--- src/rtl/sync_fifo_vr_pkg.sv ---
// Shared constants and width helpers for the sync_fifo_vr FIFO.
// The optional high-watermark output is enabled with SYNC_FIFO_PEAK_EN.

`ifndef SYNC_FIFO_VR_CLOG2
// Ceiling log2 for tools without $clog2 support; swap the body if needed.
`define SYNC_FIFO_VR_CLOG2(x) ($clog2(x))
`endif

package sync_fifo_vr_pkg;

    // Default payload width and storage depth.
    localparam int DEF_DATA_W    = 8;
    localparam int DEF_DEPTH     = 16;

    // Default watermarks; almost_full defaults to two below full.
    localparam int DEF_AE_THRESH = 2;
    localparam int DEF_AF_MARGIN = 2;

    // Address width for a given power-of-two depth.
    function automatic int addr_w(input int depth);
        return `SYNC_FIFO_VR_CLOG2(depth);
    endfunction

    // Occupancy width: one extra bit so that DEPTH itself is representable.
    function automatic int cnt_w(input int depth);
        return addr_w(depth) + 1;
    endfunction

endpackage

--- src/rtl/sync_fifo_vr_if.sv ---
// Valid/ready handshake bundle for sync_fifo_vr: write side (s_*) and read side (m_*).
// The FIFO takes the slave modport, the surrounding producer/consumer the master one.

interface sync_fifo_vr_if
    import sync_fifo_vr_pkg::*;
#(
    parameter int DATA_W = DEF_DATA_W
);

    logic              s_valid;
    logic              s_ready;
    logic [DATA_W-1:0] s_data;
    logic              m_valid;
    logic              m_ready;
    logic [DATA_W-1:0] m_data;

    // Environment side: offers write data and accepts read data.
    modport master (
        output s_valid,
        output s_data,
        output m_ready,
        input  s_ready,
        input  m_valid,
        input  m_data
    );

    // FIFO side.
    modport slave (
        input  s_valid,
        input  s_data,
        input  m_ready,
        output s_ready,
        output m_valid,
        output m_data
    );

endinterface

--- src/rtl/sync_fifo_mem.sv ---
// DEPTH x DATA_W register array: synchronous write, asynchronous read.
// Read is combinational so the FIFO head appears in the cycle after its write.

module sync_fifo_mem
    import sync_fifo_vr_pkg::*;
#(
    parameter int DATA_W = DEF_DATA_W,
    parameter int DEPTH  = DEF_DEPTH,
    localparam int AW    = addr_w(DEPTH)
) (
    input  logic              clk,
    input  logic              we,
    input  logic [AW-1:0]     waddr,
    input  logic [DATA_W-1:0] wdata,
    input  logic [AW-1:0]     raddr,
    output logic [DATA_W-1:0] rdata
);

    logic [DATA_W-1:0] mem [DEPTH];

    // Write the addressed entry on an accepted push.
    // NOTE: storage has no reset; validity is tracked by the pointers and
    // count, and non-blocking assignment keeps the write race-free against readers.
    always_ff @(posedge clk) begin
        if (we) begin
            mem[waddr] <= wdata;
        end
    end

    assign rdata = mem[raddr];

endmodule

--- src/rtl/sync_fifo_vr.sv ---
// Synchronous valid/ready FIFO with occupancy count and watermark flags.
// Define SYNC_FIFO_PEAK_EN to add the 'peak' high-watermark output.

module sync_fifo_vr
    import sync_fifo_vr_pkg::*;
#(
    parameter int DATA_W    = DEF_DATA_W,
    parameter int DEPTH     = DEF_DEPTH,
    parameter int AF_THRESH = DEPTH - DEF_AF_MARGIN,
    parameter int AE_THRESH = DEF_AE_THRESH,
    localparam int AW       = addr_w(DEPTH),
    localparam int CW       = cnt_w(DEPTH)
) (
    input  logic          clk,
    input  logic          rst,
    input  logic          flush,
    sync_fifo_vr_if.slave bus,
    output logic [CW-1:0] count,
    output logic          almost_full,
    output logic          almost_empty
`ifdef SYNC_FIFO_PEAK_EN
    ,
    output logic [CW-1:0] peak
`endif
);

    logic [AW-1:0] wr_ptr;
    logic [AW-1:0] rd_ptr;
    logic [CW-1:0] count_next;
    logic          push;
    logic          pop;

    // Handshake readiness comes only from the registered count, so neither
    // s_ready nor m_valid depends combinationally on any input.
    assign bus.s_ready = (count != CW'(DEPTH));
    assign bus.m_valid = (count != '0);

    assign push = bus.s_valid & bus.s_ready;
    assign pop  = bus.m_valid & bus.m_ready;

    // Status flags decoded from the registered count.
    assign almost_full  = (count >= CW'(AF_THRESH));
    assign almost_empty = (count <= CW'(AE_THRESH));

    // Next occupancy: flush wins, otherwise +1/-1 on a lone push/pop.
    // NOTE: every always_comb output gets a default first so no latch is inferred.
    always_comb begin
        count_next = count;
        if (flush) begin
            count_next = '0;
        end else begin
            unique case ({push, pop})
                2'b10:   count_next = count + CW'(1);
                2'b01:   count_next = count - CW'(1);
                default: count_next = count;
            endcase
        end
    end

    // Pointer and count registers; pointers wrap naturally at DEPTH.
    always_ff @(posedge clk or posedge rst) begin
        if (rst) begin
            wr_ptr <= '0;
            rd_ptr <= '0;
            count  <= '0;
        end else if (flush) begin
            wr_ptr <= '0;
            rd_ptr <= '0;
            count  <= '0;
        end else begin
            if (push) begin
                wr_ptr <= wr_ptr + AW'(1);
            end
            if (pop) begin
                rd_ptr <= rd_ptr + AW'(1);
            end
            count <= count_next;
        end
    end

`ifdef SYNC_FIFO_PEAK_EN
    // High-watermark of occupancy since the last reset or flush.
    always_ff @(posedge clk or posedge rst) begin
        if (rst) begin
            peak <= '0;
        end else if (flush) begin
            peak <= '0;
        end else if (count_next > peak) begin
            peak <= count_next;
        end
    end
`endif

    // Storage; a push in a flush cycle is discarded, so the write is gated too.
    sync_fifo_mem #(
        .DATA_W (DATA_W),
        .DEPTH  (DEPTH)
    ) u_mem (
        .clk   (clk),
        .we    (push & ~flush),
        .waddr (wr_ptr),
        .wdata (bus.s_data),
        .raddr (rd_ptr),
        .rdata (bus.m_data)
    );

endmodule
--- src/flat_wrapper.sv ---
// flat-port wrapper written by rule: the top's interface ports become plain ports
module sync_fifo_vr_flat import sync_fifo_vr_pkg::*;
#(
    parameter int DATA_W    = DEF_DATA_W,
    parameter int DEPTH     = DEF_DEPTH,
    parameter int AF_THRESH = DEPTH - DEF_AF_MARGIN,
    parameter int AE_THRESH = DEF_AE_THRESH,
    localparam int AW       = addr_w(DEPTH),
    localparam int CW       = cnt_w(DEPTH)
)
  (clk, rst, flush, count, almost_full, almost_empty, bus_s_valid, bus_s_data, bus_m_ready, bus_s_ready, bus_m_valid, bus_m_data);
  sync_fifo_vr_if #(.DATA_W(DATA_W)) bus_i ();
  input  logic clk;
  input  logic rst;
  input  logic flush;
  output logic [CW-1:0] count;
  output logic almost_full;
  output logic almost_empty;
  input wire logic [$bits(bus_i.s_valid)-1:0] bus_s_valid;
  input wire logic [$bits(bus_i.s_data)-1:0] bus_s_data;
  input wire logic [$bits(bus_i.m_ready)-1:0] bus_m_ready;
  output wire logic [$bits(bus_i.s_ready)-1:0] bus_s_ready;
  output wire logic [$bits(bus_i.m_valid)-1:0] bus_m_valid;
  output wire logic [$bits(bus_i.m_data)-1:0] bus_m_data;
  assign bus_i.s_valid = bus_s_valid;
  assign bus_i.s_data = bus_s_data;
  assign bus_i.m_ready = bus_m_ready;
  assign bus_s_ready = bus_i.s_ready;
  assign bus_m_valid = bus_i.m_valid;
  assign bus_m_data = bus_i.m_data;
  sync_fifo_vr #(.DATA_W(DATA_W), .DEPTH(DEPTH), .AF_THRESH(AF_THRESH), .AE_THRESH(AE_THRESH)) u_core (.clk(clk), .rst(rst), .flush(flush), .bus(bus_i), .count(count), .almost_full(almost_full), .almost_empty(almost_empty));
endmodule
--- config.mk ---
export PLATFORM = sky130hd
export DESIGN_NAME = sync_fifo_vr_flat
export DESIGN_NICKNAME = d
export VERILOG_FILES = /design/src/rtl/sync_fifo_vr_pkg.sv /design/src/rtl/sync_fifo_vr_if.sv /design/src/rtl/sync_fifo_mem.sv /design/src/rtl/sync_fifo_vr.sv /design/src/flat_wrapper.sv
export SDC_FILE = /design/constraint.sdc
export NUM_CORES = 1
export LEC_CHECK = 0
export CORE_ASPECT_RATIO = 0.9
export CORE_MARGIN = 5
export CORE_UTILIZATION = 43
export DETAILED_ROUTE_END_ITERATION = 10
export SYNTH_ARGS = -nofsm -noshare
export SYNTH_HDL_FRONTEND = slang
export SYNTH_HIERARCHICAL = 1
export SYNTH_SLANG_ARGS = --single-unit
--- constraint.sdc ---
create_clock -name clk -period 7.7 [get_ports clk]
set_input_delay 1.925 -clock clk [delete_from_list [all_inputs] [get_ports clk]]
set_output_delay 1.925 -clock clk [all_outputs]
set_load 0.03 [all_outputs]
== Yosys cells after proc, flatten, opt, wreduce, memory -nomap -nowiden ==
Memory sizes are Yosys's and may differ from the RTL's.
Cells that the tools add are included.
Widths: inputs -> output; s select.

* Register bits after elaboration: 13
* RAM bits: 128
* Input port bits: 13
* Word-level logic and storage cells: 29
* Memories: 1

* Add/subtract/negate cells: 4
* Magnitude comparators: 2
* Equality and inequality tests: 3
* Multiplexer cells: 8
* Bitwise operators: 4
* Reduce and logical (&&, ||, !) cells: 4

{| class="wikitable"
|+ Memory list
! name !! words !! bits a word !! rd ports !! clocked after memory_dff !! wr ports !! line !! text
|-
| u_core.u_mem.mem || 16 || 8 || 1 || 0 || 1 || sync_fifo_mem.sv:19 || <nowiki>logic [DATA_W-1:0] mem [DEPTH];</nowiki>
|}

{| class="wikitable"
|+ Operators by type and width
! kind !! number
|-
| $mux 4 || 4
|-
| $pmux 5 s2 || 1
|-
| $add 4x1->4 const B || 2
|-
| $add 5x1->5 const B || 1
|-
| $ge 5x4->1 const B || 1
|-
| $le 5x2->1 const B || 1
|-
| $mux 5 || 1
|-
| $ne 5x5->1 const B || 1
|-
| $reduce_bool 5->1 || 1
|-
| $sub 5x1->5 const B || 1
|-
| $reduce_bool 2->1 || 2
|-
| $and 1x1->1 || 3
|-
| $reduce_bool 3->1 || 1
|-
| $eq 2x1->1 const B || 1
|-
| $eq 2x2->1 const B || 1
|-
| $mux 1 || 2
|-
| $not 1->1 || 1
|}

== Depth between registers and ports, before layout ==
Gate-level depths: netlist of the first run.

* Word-level depth: 5
* Gate-level depth with buffers: 10

== By module ==
Netlist of the first run, hierarchy kept.

{| class="wikitable"
|+ Modules (own cells, without submodules)
! module !! times used !! cells each !! area an instance (sq um) !! sequential area each (sq um)
|-
| sync_fifo_mem || 1 || 221 || 4987.3 || 3843.7
|-
| sync_fifo_vr || 1 || 104 || 924.6 || 325.3
|}

== Worst setup path before layout of the first run ==
Ideal clock, no wire load.

* Kind: reg2out
* Start: register u_core.count[4]
* End: output port almost_empty
* Data arrival time: 2.334 ns
* Required time: 5.775 ns
* Setup slack: 3.441 ns
* Stages on the path, launching flop included: 3
* Cells stage by stage: dfrtp_1 -> clkbuf_1 -> a2111oi_0

* Cells in the longest elaborated chain, start to end: 1

{| class="wikitable"
|+ RTL lines
! what !! line !! text
|-
| start: declaration || sync_fifo_vr.sv:18 || <nowiki>output logic [CW-1:0] count,</nowiki>
|-
| start signal: assignment || sync_fifo_vr.sv:77 || <nowiki>count <= count_next;</nowiki>
|-
| $le 5x2->1 || sync_fifo_vr.sv:43 || <nowiki>assign almost_empty = (count <= CW'(AE_THRESH));</nowiki>
|-
| end: declaration || flat_wrapper.sv:18 || <nowiki>output logic almost_empty;</nowiki>
|}

Every way passes these cells.

== Final worst setup path of the first run ==
* Start: register u_core.rd_ptr[0]
* End: output port bus_m_data[1]

* Cells in the longest elaborated chain, start to end: 1

{| class="wikitable"
|+ RTL lines
! what !! line !! text
|-
| start: declaration || sync_fifo_vr.sv:28 || <nowiki>logic [AW-1:0] rd_ptr;</nowiki>
|-
| start signal: assignment || sync_fifo_vr.sv:75 || <nowiki>rd_ptr <= rd_ptr + AW'(1);</nowiki>
|-
| $mem_v2 16x8 || n/a ||
|-
| end: declaration || flat_wrapper.sv:24 || <nowiki>output wire logic [$bits(bus_i.m_data)-1:0] bus_m_data;</nowiki>
|}

Every way passes these cells.

==> results of run 1 <==
==> critical path: stages (launching register included) <==
cell and delay [ps]:
dfrtp_2 680, buf_4 440, mux4_1 600, a22oi_1 270, nand2_1 100, clkdlybuf4s50_1 600
==> state kept, by name, indices dropped and copies added, names as in the netlist <==
name	cells
u_core/u_mem/mem	128
u_core/count	5
u_core/rd_ptr	4
u_core/wr_ptr	4
==> stage by stage <==
| step | std cells | utilization | worst slack (ps) | hold slack (ps) | cell area [µm²] |
|---|---|---|---|---|---|
| after floorplan | 325 | - | 3440 | 551 | 5910 |
| after global placement | 510 | 0.472 | 2780 | 593 | 6330 |
| after detailed placement | 510 | 0.472 | 2680 | 603 | 6330 |
| after CTS | 540 | 0.510 | 2560 | 617 | 6850 |
| after global routing | 540 | 0.510 | 2430 | 644 | 6850 |
| final | 540 | 0.510 | 2660 | 611 | 6850 |
==> logic make-up (layout without fill, tap and decap cells) <==
family	count (synthesis)	after routing
AO/OA/AOI/OAI	46	46
XOR/XNOR	6	6
adder cells (fa/ha/maj)	4	4
buffers and inverters	23	70
flip-flops	141	141
multiplexers	37	37
AND/OR/NAND/NOR	68	68
==> synth_stat cells, drive strengths merged (2+ instances only) <==
cell type / number
mux4: 32
o211ai: 2
xor2: 3
a22oi: 17
nand3: 6
xnor2: 3
a311oi: 2
o41ai: 3
nand2b: 3
a211oi: 3
nand3b: 2
nor2: 24
inv: 6
clkdlybuf4s25: 3
dfrtp: 13
nor2b: 3
nand2: 14
a21oi: 5
ha: 4
mux2i: 4
buf: 8
edfxtp: 128
and2: 3
nor4: 2
nor3: 5
o21ai: 6
clkbuf: 6
==> area by class of cell <==
type / count / share of cell area
clock buffers: 21 / 0.0643
clock inverters: 9 / 0.0108
inverters: 6 / 0.00329
multi-input cells: 161 / 0.234
flip-flops and latches: 141 / 0.609
well taps: 168 / 0.0307
repair buffers: 34 / 0.0479
==> path summary, 6_finish.rpt <==
kind,startpoint,to,slack (ps)
min in group asynchronous,rst,u_core/wr_ptr[3],1850
min reg2reg,u_core/wr_ptr[3],u_core/wr_ptr[3],610
min,u_core/wr_ptr[3],u_core/wr_ptr[3],610
max in group asynchronous,rst,u_core/rd_ptr[0],5480
max reg2reg,u_core/count[2],u_core/u_mem/mem[0][6],4720
max,u_core/rd_ptr[0],bus_m_data[1],2660
==> cell usage in the layout, fill, tap and decap left out, drive strengths merged, types with 5 or more instances in the layout <==
master and n:
inv 6, buf 5, o21ai 6, dfrtp 13, clkbuf 21, nand3 6, a22oi 17, edfxtp 128
clkdlybuf4s50 29, a21oi 5, nor2 24, mux4 32, nand2 14, clkinv 7, nor3 5
==> report_power, final <==
part	internal, mW	switching [mW]
Sequential	0.865	0.0763
Clock	0.435	0.279
Combinational	0.280	0.309
Total	1.58	0.665
==> layer usage <==
layer / vias up / GRT usage / part of all wire
met4: 2 / 0.0656 / 0.0047
met1: 1536 / 0.214 / 0.44
li1: 1405 / - / -
met3: 8 / 0.0361 / 0.070
met5: - / 0 / 0.0011
met2: 86 / 0.234 / 0.49
==> key figures, run 1 <==
Power and ir drop
  • Peak supply drop: about 0.17 mV
  • Tot Pwr: 2.25 mW
  • LEAKAGE: 2.24 nW
  • Cell area power density: 328 mW/mm²

Layout
  • Nets: ~380
  • Register area: 0.00417 mm²
  • Multi-input logic area: 0.00160 mm²
  • Fillcell total: 1121
  • Layout cell share with drive strength beyond 1: 0.140
  • P&R area growth vs syn: 15.8%
  • Ant. Diodes: 0

Critical path
  • Crit. End Element: output port
  • Critical path startpoint category: flip-flop
  • CP arrival: 3120 ps
  • Critical path type: flip-flop to output port
  • Number of cells on the worst reg-to-reg path: 5
  • Critical path peak fanout: 20
  • Critical Path RT: 5780 ps

CTS
  • Clock transition at path regs: ~60 ps
  • Sink Count: 141
  • Clock buffer depth: 2
  • H-Tree Depth: 4
  • CTS tree: built
  • Clk root buf: clkbuf_16
  • Resize count post-CTS: 0
  • Worst-skew pair later-pin latency: 410 ps
  • # Post-CTS Setup Buffers: 0
  • Cts hold-fix bufs: 0
  • Num CTS Buffers: 17

Detailed routing
  • Initial drt markers: around 240
  • Vias: 3037
  • 1st-pass router iterations: 4
  • Vias per inst: 5.62
  • Routed WL: around 12 mm
  • Antenna viol nets, final: 0
  • # DRC: 0
  • Routed len/inst: 21.6 µm

Place
  • Port bufs: 29
  • Routability Congestion: 0.777
  • DP HPWL: roughly 7.6 mm

Synth
  • Largest cells by area after synthesis: edfxtp_1 (65%), mux4_2 (6.9%), mux4_1 (6.2%)
  • Main combinational cell family by area after synthesis: multiplexers
  • Gate Count Post-Synth: 325
  • Adder-cell area share of the yosys netlist: 0.00847
  • Asr flop ratio synth: 0.0922
  • EDFF count, synth: 128
  • Synth Area in XOR/XNOR: 0.00889
  • Synth top area share: 0.650
  • Synth Area in Compound Gates: 0.0561
  • Post-synth cell types: 47
  • Multiplexer share of the synthesized area: 0.139
  • Yosys top cell by area: edfxtp_1
  • Synthesized Nets: 342
  • Seq/Total Area, Yosys: 0.705
  • Syn_area_per_cell: between 15 and 20 µm²
  • Warnings from Yosys: 6
  • Simple-Gate Fraction of Synth Area: 0.0578
  • Cell area after synthesis: 0.00591 mm²
  • Flops & latches, synth: 141
  • Dominant synthesized flop cell: edfxtp_1

Min path
  • Worst min path class: flip-flop to flip-flop
  • Hold Path Stages: 2

STA
  • Clock Skew: 8.23 ps
  • Fin. max-slew vios: 0
  • Slew HR: 0.267
  • Worst Tran Pin Value: 1090 ps
  • Final period utilization: 0.655
  • Clock period minus final worst setup slack: 5040 ps
  • Setup-failing EPs final: 0
  • FMAX: 198 MHz
  • Hold Vio Cnt, Final: 0
  • RSZ-0062 raised after global routing: no
  • Setup TNS: 0 ps

Run
  • Maxcap violations: 0

Floorplan
  • Starting density of the core: 0.441
  • Die W: 134 µm
  • I/O pins: 30
  • Row count: 40
  • Die height: 121 µm
  • Area of the core: 0.0134 mm²
  • Die area: 0.0162 mm²

GRT
  • Number of global-route vias before repair: 3184
  • Antenna violations before repair: 1
  • First-pass GRT wire length: 18.3 mm
  • Largest net degree at the start of global routing: 21
  • GRT Overall Usage: 0.154
  • Remaining global-route overflow: 0

Outcome
  • Status: complete, no violations
No activity file was read; power rests on OpenSTA's default activity.
==> inputs of run 2 (changes only) <==
==> constraint.sdc (replaced) <==
create_clock -name clk -period 4.6 [get_ports clk]
set_input_delay 1.15 -clock clk [delete_from_list [all_inputs] [get_ports clk]]
set_output_delay 1.15 -clock clk [all_outputs]
set_load 0.03 [all_outputs]
==> run 2 against run 1 <==
- design area grew 1.9%
- register-to-register slack lost 3100 ps
- first-iteration DRC count grew 22%
- wire length grew 2.7%
- clock power grew 82%
- largest cell class unchanged
==> key figures, run 2 (synthesized netlist as in run 1, its figures left out) <==
Detailed routing
  • Vias per inst: 5.67 (was 5.62)
  • Vias: 3116 (was 3037)
  • Routed WL: 12.0 mm (was 11.6 mm)
  • # DRC: 0 (unchanged)
  • Routed len/inst: 21.7 µm (was 21.6 µm)
  • Antenna viol nets, final: 0 (unchanged)
  • 1st-pass router iterations: 6 (was 4)
  • Initial drt markers: 288 (was 237)

Layout
  • Leading cell type in the layout, fill and taps excluded: edfxtp_1 (unchanged)
  • Nets: 387 (was 378)
  • Most frequent cells in the layout: edfxtp_1 (128), clkdlybuf4s50_1 (29), nor2_1 (24) (unchanged)
  • P&R area growth vs syn: 18.0% (was 15.8%)
  • Ant. Diodes: 0 (unchanged)
  • Flip-flop count of the largest register after layout: 128 (unchanged)
  • Fillcell total: 1093 (was 1121)
  • Layout cell share with drive strength beyond 1: 0.162 (was 0.140)
  • Finished Layout Cells: 550 (was 540)
  • Top reg by flops: u_core/u_mem/mem (unchanged)
  • Design area: 0.00697 mm² (was 0.00685 mm²)
  • Largest regs: u_core/u_mem/mem x128, u_core/count x5 (unchanged)

STA
  • RSZ-0062 raised after global routing: no (unchanged)
  • Hold Vio Cnt, Final: 0 (unchanged)
  • Slew HR: 0.464 (was 0.267)
  • Fin worst setup slack: 518 ps (was 2660 ps)
  • Clock Skew: 6.61 ps (was 8.23 ps)
  • Final period utilization: 0.887
  • Setup-failing EPs final: 0 (unchanged)
  • Worst Tran Pin Value: 801 ps (was 1090 ps)
  • FMAX: 245 MHz
  • Setup TNS: 0 ps (unchanged)
  • Fin. max-slew vios: 0 (unchanged)
  • Clock period minus final worst setup slack: just over 4000 ps

Critical path
  • Critical path type: flip-flop to output port (unchanged)
  • Reg-to-Reg Start: u_core/count[2] (unchanged)
  • CP arrival: 2930 ps (was 3120 ps)
  • Critical Path RT: 3450 ps (was 5780 ps)
  • Critical path startpoint category: flip-flop (unchanged)
  • R2r endpoint: u_core/count[4] (was u_core/u_mem/mem[0][6])
  • Crit. End Element: output port (unchanged)
  • Worst R2R Setup Slack: 1570 ps (was 4720 ps)
  • Worst stage delay on the critical path: 680 ps (about the same)
  • Number of cells on the worst reg-to-reg path: 8 (was 5)
  • Worst-path cell chain: buf_12, mux4_1, a22oi_1, nand2_1, clkdlybuf4s50_1 (was buf_4, mux4_1, a22oi_1, nand2_1, clkdlybuf4s50_1)
  • Slowest CP cell: dfrtp_2 (unchanged)
  • Critical path peak fanout: 20 (unchanged)

Min path
  • Worst min path class: flip-flop to flip-flop (unchanged)
  • Hold Path Stages: 2 (unchanged)
  • Min-delay src: u_core/wr_ptr[3] (unchanged)
  • Hold path endpoint: u_core/wr_ptr[3] (unchanged)

GRT
  • Remaining global-route overflow: 0 (unchanged)
  • GRT Overall Usage: 0.156 (was 0.154)
  • Number of global-route vias before repair: 3159 (was 3184)
  • Antenna violations before repair: 0 (was 1)
  • Largest net degree at the start of global routing: 36 (was 21)
  • First-pass GRT wire length: 18.5 mm (was 18.3 mm)

Floorplan
  • Die area: 0.0162 mm² (unchanged)
  • Area of the core: 0.0134 mm² (unchanged)
  • I/O pins: 30 (unchanged)
  • Row count: 40 (unchanged)
  • Die W: 134 µm (unchanged)
  • Die height: 121 µm (unchanged)
  • Starting density of the core: 0.441 (unchanged)

Outcome
  • Status: complete, no violations (unchanged)

CTS
  • Sink Count: 141 (unchanged)
  • Worst-skew pair later-pin latency: 410 ps (about the same)
  • CTS tree: built (unchanged)
  • # Post-CTS Setup Buffers: 0 (unchanged)
  • Clock transition at path regs: 50 ps (was 60 ps)
  • Num CTS Buffers: 17 (unchanged)
  • Clock buffer depth: 2 (unchanged)
  • Cts hold-fix bufs: 0 (unchanged)
  • Resize count post-CTS: 0 (unchanged)
  • Clk root buf: clkbuf_16 (unchanged)
  • H-Tree Depth: 4 (unchanged)

Place
  • Routability Congestion: 0.767 (was 0.777)
  • DP Worst Slack: 620 ps (was 2680 ps)
  • Placed instance area: 0.00641 mm² (was 0.00633 mm²)
  • DP HPWL: 7.78 mm (was 7.57 mm)
  • Placed cells: 519 (was 510)
  • Port bufs: 29 (unchanged)

Power and ir drop
  • LEAKAGE: 2.32 nW (was 2.24 nW)
  • Cell area power density: 560 mW/mm² (was 328 mW/mm²)
  • Tot Pwr: 3.90 mW (was 2.25 mW)
  • Peak supply drop: 0.311 mV (was 0.170 mV)

Run
  • Maxcap violations: 0 (unchanged)
## run 2: cell types whose count changed in the layout (fill, tap and decap cells not counted)
| cell | previous run | this run |
|---|---|---|
| clkinv_4 | 1 | 0 |
| bufinv_16 | 1 | 3 |
| buf_12 | 0 | 1 |
| clkinv_2 | 4 | 5 |
| clkinvlp_4 | 1 | 0 |
| buf_4 | 5 | 13 |
## run 2: power breakdown
part	total, mW	switching (mW)	internal [mW]
logic	1.04	0.551	0.485
registers	1.56	0.114	1.45
clock network	1.30	0.465	0.840
total	3.90	1.13	2.77
## run 2: per-layer routing
metal  up-vias  global-route usage  part of all wire
met5         -                   0                 0
met4         0              0.0482            0.0073
met3         5              0.0448             0.040
met2        72               0.233              0.47
met1      1612               0.224              0.48
li1       1427                   -                 -
## run 2: worst max-delay path by stage
stage	cells past startpoint	slack, ps	end	start
CTS	5	460	bus_m_data[3]	u_core/rd_ptr[0]
finish	5	520	bus_m_data[3]	u_core/rd_ptr[0]
global placement	6	720	u_core/u_mem/mem[2][0]	bus_s_valid
detailed placement	6	620	u_core/u_mem/mem[2][2]	bus_s_valid
floorplan	2	1120	almost_empty	u_core/count[4]
global route	5	330	bus_m_data[3]	u_core/rd_ptr[0]
## run 2: cell type report
type | count | area, µm² | share of cell area
flip-flops and latches | 141 | 4170 | 0.598
repair buffers | 43 | 408 | 0.0585
clock buffers | 21 | 440 | 0.0632
well taps | 168 | 210 | 0.0301
inverters | 6 | 22.5 | 0.00323
multi-input cells | 161 | 1600 | 0.229
clock inverters | 10 | 123 | 0.0176
## run 2: stage by stage
stage | utilization | hold slack (ps)
2_1_floorplan | - | 551
3_3_place_gp | 0.478 | 589
3_5_place_dp | 0.478 | 609
4_1_cts | 0.520 | 622
5_1_grt | 0.520 | 679
6_report | 0.520 | 624
## run 2: critical path, delay by kind of cell, from the launching register on
kind | cells | cell delay, ps
flip-flops | 1 | 680
AND/OR/NAND/NOR | 1 | 90
multiplexers | 1 | 650
AO/OA/AOI/OAI | 1 | 220
buffers and inverters | 2 | 870
